--- config.mk ---
export PLATFORM = sky130hd
export DESIGN_NAME = pim_vector_ctrl
export DESIGN_NICKNAME = d
export VERILOG_FILES = /design/src/rtl/pim_vector_ctrl.sv
export SDC_FILE = /design/constraint.sdc
export NUM_CORES = 1
export LEC_CHECK = 0
export BUFFER_PORTS_ARGS = -buffer_cell sky130_fd_sc_hd__buf_4
export CELL_PAD_IN_SITES_DETAIL_PLACEMENT = 1
export CELL_PAD_IN_SITES_GLOBAL_PLACEMENT = 1
export CORE_ASPECT_RATIO = 1.1
export CORE_MARGIN = 2
export CORE_UTILIZATION = 47
export CTS_BUF_LIST = sky130_fd_sc_hd__clkbuf_8
export CTS_CLUSTER_DIAMETER = 120
export DETAILED_ROUTE_END_ITERATION = 6
export GPL_ROUTABILITY_DRIVEN = 0
export MAX_ROUTING_LAYER = met4
export PLACE_DENSITY_LB_ADDON = 0.1
export SYNTH_ARGS = -nofsm -noshare
export SYNTH_HDL_FRONTEND = slang
export SYNTH_SLANG_ARGS = --single-unit
export TNS_END_PERCENT = 30
--- constraint.sdc ---
create_clock -name clk -period 3.3 [get_ports clk]
set_input_delay 0.165 -clock clk [delete_from_list [all_inputs] [get_ports clk]]
set_output_delay 0.165 -clock clk [all_outputs]
set_load 0.03 [all_outputs]
--- src/rtl/pim_vector_ctrl.sv ---
// Vector sequencer in front of one dual-port BRAM bank: read A/B, apply ALU op, write back via port A.
// Define PIM_SAT_EN to make ADD/MUL saturate and SUB clamp at zero instead of wrapping.
module pim_vector_ctrl #(
  parameter int unsigned DATA_WIDTH = 16,
  parameter int unsigned ADDR_WIDTH = 6,
  parameter int unsigned SIZE       = 5,
  parameter int unsigned BANK_ID    = 0
) (
  input  logic                  clk,
  input  logic                  rst_n,
  input  logic                  start,
  input  logic [SIZE-1:0]       cmd_id,
  input  logic [2:0]            opcode,
  input  logic [ADDR_WIDTH-1:0] src_a,
  input  logic [ADDR_WIDTH-1:0] src_b,
  input  logic [ADDR_WIDTH-1:0] dst,
  input  logic [ADDR_WIDTH:0]   len,
  output logic                  busy,
  output logic                  done,
  output logic                  wea,
  output logic                  web,
  output logic [ADDR_WIDTH-1:0] addra,
  output logic [ADDR_WIDTH-1:0] addrb,
  output logic [DATA_WIDTH-1:0] dia,
  output logic [DATA_WIDTH-1:0] dib,
  input  logic [DATA_WIDTH-1:0] doa,
  input  logic [DATA_WIDTH-1:0] dob
);

  localparam int unsigned LW = ADDR_WIDTH + 1;
  localparam int unsigned PW = 2 * DATA_WIDTH;

  localparam logic [2:0] OP_ADD  = 3'd0;
  localparam logic [2:0] OP_SUB  = 3'd1;
  localparam logic [2:0] OP_AND  = 3'd2;
  localparam logic [2:0] OP_OR   = 3'd3;
  localparam logic [2:0] OP_XOR  = 3'd4;
  localparam logic [2:0] OP_MUL  = 3'd5;
  localparam logic [2:0] OP_MAXU = 3'd6;
  localparam logic [2:0] OP_MINU = 3'd7;

  typedef enum logic [2:0] {IDLE, RD, EX, WR, DONE} state_t;

  state_t                state;
  logic [2:0]            op_q;
  logic [ADDR_WIDTH-1:0] src_a_q;
  logic [ADDR_WIDTH-1:0] src_b_q;
  logic [ADDR_WIDTH-1:0] dst_q;
  logic [LW-1:0]         len_q;
  logic [LW-1:0]         i_q;
  logic [LW-1:0]         i_nxt_c;
  logic [DATA_WIDTH-1:0] res_c;

`ifdef PIM_SAT_EN
  logic [DATA_WIDTH:0] sum_c;
  logic [PW-1:0]       prod_c;
  assign sum_c  = {1'b0, doa} + {1'b0, dob};
  assign prod_c = PW'(doa) * PW'(dob);
`endif

  assign i_nxt_c = i_q + LW'(1);

  // Port B is read-only.
  assign web = 1'b0;
  assign dib = '0;

  // ALU on the registered BRAM read data, valid in EX.
  always_comb begin
    res_c = '0;
    case (op_q)
`ifdef PIM_SAT_EN
      OP_ADD:  res_c = sum_c[DATA_WIDTH] ? '1 : sum_c[DATA_WIDTH-1:0];
      OP_SUB:  res_c = (doa < dob) ? '0 : DATA_WIDTH'(doa - dob);
      OP_MUL:  res_c = (|prod_c[PW-1:DATA_WIDTH]) ? '1 : prod_c[DATA_WIDTH-1:0];
`else
      OP_ADD:  res_c = DATA_WIDTH'(doa + dob);
      OP_SUB:  res_c = DATA_WIDTH'(doa - dob);
      OP_MUL:  res_c = DATA_WIDTH'(doa * dob);
`endif
      OP_AND:  res_c = doa & dob;
      OP_OR:   res_c = doa | dob;
      OP_XOR:  res_c = doa ^ dob;
      OP_MAXU: res_c = (doa > dob) ? doa : dob;
      OP_MINU: res_c = (doa < dob) ? doa : dob;
      default: res_c = '0;
    endcase
  end

  // Sequencer; BRAM-side outputs are registered so they are valid throughout the state they belong to.
  always_ff @(posedge clk or negedge rst_n) begin
    if (!rst_n) begin
      state   <= IDLE;
      op_q    <= '0;
      src_a_q <= '0;
      src_b_q <= '0;
      dst_q   <= '0;
      len_q   <= '0;
      i_q     <= '0;
      busy    <= 1'b0;
      done    <= 1'b0;
      wea     <= 1'b0;
      addra   <= '0;
      addrb   <= '0;
      dia     <= '0;
    end else begin
      wea  <= 1'b0;
      done <= 1'b0;
      case (state)
        IDLE: begin
          if (start && (cmd_id == SIZE'(BANK_ID))) begin
            op_q    <= opcode;
            src_a_q <= src_a;
            src_b_q <= src_b;
            dst_q   <= dst;
            len_q   <= len;
            i_q     <= '0;
            busy    <= 1'b1;
            if (len == '0) begin
              state <= DONE;
              done  <= 1'b1;
            end else begin
              state <= RD;
              addra <= src_a;
              addrb <= src_b;
            end
          end
        end
        RD: state <= EX;
        EX: begin
          state <= WR;
          wea   <= 1'b1;
          addra <= dst_q + ADDR_WIDTH'(i_q);
          dia   <= res_c;
        end
        WR: begin
          i_q <= i_nxt_c;
          if (i_nxt_c == len_q) begin
            state <= DONE;
            done  <= 1'b1;
          end else begin
            state <= RD;
            addra <= src_a_q + ADDR_WIDTH'(i_nxt_c);
            addrb <= src_b_q + ADDR_WIDTH'(i_nxt_c);
          end
        end
        DONE: begin
          state <= IDLE;
          busy  <= 1'b0;
        end
        default: state <= IDLE;
      endcase
    end
  end

endmodule

=== After elaboration in Yosys (flattened, before gate mapping) ===
Cells that the tools add are included.

* Register bits: 69
* Latch bits: 0
* Memory bits (writable): 0
* Memory bits (read-only): 0
* Output and inout port bits: 48
* Logic and storage cells: 77
* Memories kept: 0

* Add/sub/neg operators: 6
* Multiply operators: 1
* Div/mod/pow operators: 0
* Magnitude comparators: 2
* Equality and inequality tests: 15
* Shift-type cells: 0
* Mux-type cells: 24
* Bitwise gates (word level): 3
* Reductions and logical operators: 13

{| class="wikitable"
|+ Operators with widths
! cell !! count
|-
| $pmux 16 s8 || 1
|-
| $mux 6 || 6
|-
| $mux 16 || 2
|-
| $add 6x6->6 || 3
|-
| $pmux 6 s3 || 1
|-
| $add 16x16->16 || 1
|-
| $and 16x16->16 || 1
|-
| $gt 16x16->1 || 1
|-
| $lt 16x16->1 || 1
|-
| $mul 16x16->16 || 1
|-
| $or 16x16->16 || 1
|-
| $sub 16x16->16 || 1
|-
| $xor 16x16->16 || 1
|-
| $eq 3x3->1 const B || 5
|-
| $pmux 7 s2 || 1
|-
| $eq 3x2->1 const B || 4
|-
| $pmux 3 s4 || 1
|-
| $pmux 6 s2 || 1
|-
| $mux 3 || 3
|-
| $reduce_and 4->1 || 2
|-
| $add 7x1->7 const B || 1
|-
| $eq 7x7->1 || 1
|-
| $logic_not 7->1 || 1
|-
| $mux 7 || 1
|-
| 10 further kinds || 22
|}

=== Longest topological paths before layout ===
* Word-level depth: 4
* Gate-level depth with buffers: 23
* Gate-level depth less buffers: 22

=== Worst setup path after synthesis ===
No wires, ideal clock.

* Kind: input-to-reg
* From: input port dob[1]
* To: register dia[12]
* Setup time: 128 ps
* Arrival: 5153 ps
* Setup slack: -1981 ps
* Stages: 20
* Path through: clkbuf_1 clkinv_1 nor2_1 fa_1 fa_1 ha_1 fa_1 inv_1 fa_1 fa_1 inv_1 ha_1 o21ai_0 nand2_1 o311a_1 o41ai_1 xnor2_1 a221o_1 a221oi_1 o21ai_1

* Longest elaborated chain between the ends: 3

{| class="wikitable"
|+ RTL lines
! element !! RTL line !! source
|-
| from (decl) || 27 || <nowiki>input logic [DATA_WIDTH-1:0] dob</nowiki>
|-
| parallel branches: the longest is 2 deep, another holds $mul 16x16->16 || - ||
|-
| $pmux 16 s8 (*) || 70 || <nowiki>case (op_q)</nowiki>
|-
| to (signal assigned) || 133 || <nowiki>dia <= res_c;</nowiki>
|-
| to (decl) || 24 || <nowiki>output logic [DATA_WIDTH-1:0] dia,</nowiki>
|}

Every way passes the cells marked *.
A chain may end at the register's enable or synchronous reset.

=== Worst setup path after layout ===
* From: input port dob[6]
* To: register dia[15]

Same word-level chain as after synthesis.

==> results.yml <==
logic_synthesis:
  netlist.area_leader.share: 0.1747
  synth-compound-area-share: 0.1622
  netlist_area_um2: 9884
  synth_fa_ha_area_frac: 0.3152
  synth.mux.area_fraction: 0.04506
  synth.avg_cell_area_um2: 8.470
  synth_top_cell_by_area: "dfrtp_1"
  seq_area_frac_synth: 0.1747
  synth_common_cells: "inv_1, nand2_1, ha_1"
  async_reset_ff_frac: 1.000
  synth.distinct_cells: 69
  postSynthCellCount: 1167
  ys_ff_latch: 69
  yosysMostFrequentCell: "inv_1"
  synth_xor_area_frac: 0.07797
  synth_top_flop_cell: "dfrtp_1"
  yosysWarnings: 0
  synthTopCellsByArea: "dfrtp_1, fa_1, ha_1"
  yosys.area_share.simple: 0.1224
  synth_top_family_by_area: "adder cells"
  synth_edf_count: 0
detailed_routing:
  drt_iter0_markers: 508
  drtAntennaViolNets: 0
  vias_per_cell: 5.794
  routedWlPerCell_um: 23.18
  routed_wl_mm: 38.97
  drcViolationCount: 0
  vias: 9739
  firstDrtPassIters: 5
clock_tree:
  cts-root-buf: "clkbuf_8"
  numCtsBuffers: 9
  clockBufferDepth: 2
  cts_tree: "done"
  clock_sinks: 69
  insertion_delay_ns: 0.36
  h-tree-depth: 3
  clk_pin_slew_ns: 0.08
global_routing:
  overflow: 0
  antenna_found_initial: 0
  grt_max_degree: 70
  grt_pass1_vias: 10700
  grtUsageMet2: 0.6421
  grt.total_usage: 0.3592
  top_usage_layer: "met2"
  grt_util_met3: 0.03683
  grt_pass1_wl_mm: 59.36
  use_met1: 0.4019
critical_path:
  startpoint_type: "primary input"
  path_max_fanout: 5
  arrival_ns: 5.24
  crit_family: "adder cells"
  cp_common_cell: "fa_1"
  rrSetupSlack_ns: 0.30
  crit_path_top_delay_cell: "fa_1"
  reg2reg_from: "i_q[0]"
  timing_worst_setup_path_type: "primary input to register"
  path_cells: "buf_8 > clkinvlp_4 > buf_6 > nor2_4 > fa_1 > inv_2 > fa_1 > fa_1 > fa_1 > inv_2 > fa_1 > inv_2 > fa_1 > inv_2 > ha_4 > nand2_1 > o21a_1 > o21ai_2 > xnor2_2 > o21ai_1 > o32a_1"
  cp-end-kind: "register"
  crit_buf_inv: 7
  max_stage_delay_ns: 0.57
  startpoint: "dob[6]"
  critPathRequiredTime_ns: 3.54
die:
  pin_count: 116
  dieArea_um2: 22210
  core_area_um2: 20580
  initial_core_util: 0.4804
  rows: 55
  die_h_um: 156.1
  die_x_um: 142.3
pwr:
  internal_power_uw: 5837
  leakage_uw: 0.006461
  power_switching_uw: 5844
  comb_power_share: 0.818
  seq_power_share: 0.126
  switching_share: 0.5003
  vdd_drop_max_mv: 0.5837
  power.density_nw_per_um2: 899.9
  clkPwrFrac: 0.056
sta:
  setup_viol: 12
  hold_violations: 0
  setup_ws_ns: -1.699
  drv_slew: 0
  timing.fmax_mhz: 200.0
  tightestPinTransition_ns: 1.041
  rsz0062_at_grt: "true"
  post-route-period-util: 1.515
  maxSlewHeadroom: 0.3036
  skew_ns: 0.01478
  worst_hold_slack_ns: 0.02670
  layout_min_cycle_time_ns: 4.999
cells_and_area:
  multi_input_area_um2: 7627
  fillers: 2432
  syn_to_final_growth_pct: 31.33
  antenna_cells: 0
  drive_above_1_share: 0.3193
  final_nets: 1686
  instances_no_fill: 1681
  final_util: 0.6309
  regArea_um2: 1727
min_path:
  hp-start: "opcode[1]"
  hold_class: "primary input to register"
run_status:
  violations: "negative setup slack"
  outcome: "complete, but fails checks"
job:
  cap_violations: 0
placed_design:
  port_buffers: 98
  dp_cells: 1646
  dp_hpwl_mm: 30.18
==> what timing repair did <==
item / CTS / global route
pin swaps: 34 / 39
endpoints found under the setup margin: 12 / 15
hold buffers: 1 / 0
resized for setup: 74 / 31
setup buffers: 13 / 5
hold endpoints to repair: 69 / 0
==> cell usage in the layout, fill, tap and decap left out, types with 8 or more instances in the layout <==
master    instances
a21o_1           15
a21oi_1          56
a221oi_2          9
buf_12            8
buf_4           270
buf_6            13
clkbuf_8         10
conb_1           17
dfrtp_1          69
fa_1             80
ha_1            100
ha_4             10
inv_1           145
inv_2            16
mux2_2           36
nand2_1         117
nand2b_1         11
nand3_1           9
nor2_1           86
nor2_2           13
o21ai_0          53
o21ai_1           9
o22ai_1          18
xnor2_1          59
xor2_1           25
==> power groups by stage <==
| stage | registers [uW] | clock network, uW | logic (uW) |
|---|---|---|---|
| floorplan | 1710 | 0 | 4890 |
| global placement | 1460 | 0 | 7520 |
| detailed placement | 1480 | 0 | 7940 |
| CTS | 1470 | 666 | 8540 |
| global route | 1510 | 702 | 10200 |
| finish | 1470 | 658 | 9550 |
==> through the flow <==
stage                     area, um^2  power, uW  setup slack [ns]  setup TNS (ns)
after floorplan                10200       6605            -1.477          -11.05
after global placement         12260       8981            -1.940          -17.94
after detailed placement       12260       9422            -2.132          -19.50
after CTS                      12840      10680            -1.510          -12.01
after global routing           12980      12430            -1.836          -15.29
final                          12980      11680            -1.699          -13.48
==> cell families (layout without fill, tap and decap cells) <==
group,after synthesis,after routing
other cells,1,17
buf+inv,244,486
compound gates,245,245
mux,40,40
simple gates,282,282
xor+xnor,88,88
fa+ha+maj,198,198
flops,69,69
==> routing by layer <==
metal,wire length (um),vias to the layer above
met2,19890,386
met4,2283,0
met3,1997,156
met5,0,-
li1,-,4320
met1,14800,4877
==> worst paths after layout <==
check | end | cells after the start
worst max register to register | addra[4] | 8
min in group asynchronous | busy | 2
max in group asynchronous | addra[1] | 2
worst min register to register | dia[13] | 2
worst min-delay path | op_q[1] | 3
worst max-delay path | dia[15] | 21
==> layout make-up <==
class / instances / share of cell area
flip-flops and latches: 69 / 0.1330
clock buffers: 10 / 0.01060
repair buffers: 296 / 0.1852
clock inverters: 6 / 0.003470
inverters: 174 / 0.05552
multi-input cells: 870 / 0.5876
well taps: 256 / 0.02467
==> registers in the layout (all words and copies together), names as in the netlist, 6 cells and up <==
register	flops
dia	16
i_q	7
len_q	7
addra	6
addrb	6
dst_q	6
src_a_q	6
src_b_q	6
==> tightest hold or removal path, cell delays in order <==
cell     delay (ns)
buf_4          0.08
nand2_1        0.03
o21ai_0        0.06
No activity file was read; power rests on OpenSTA's default activity.
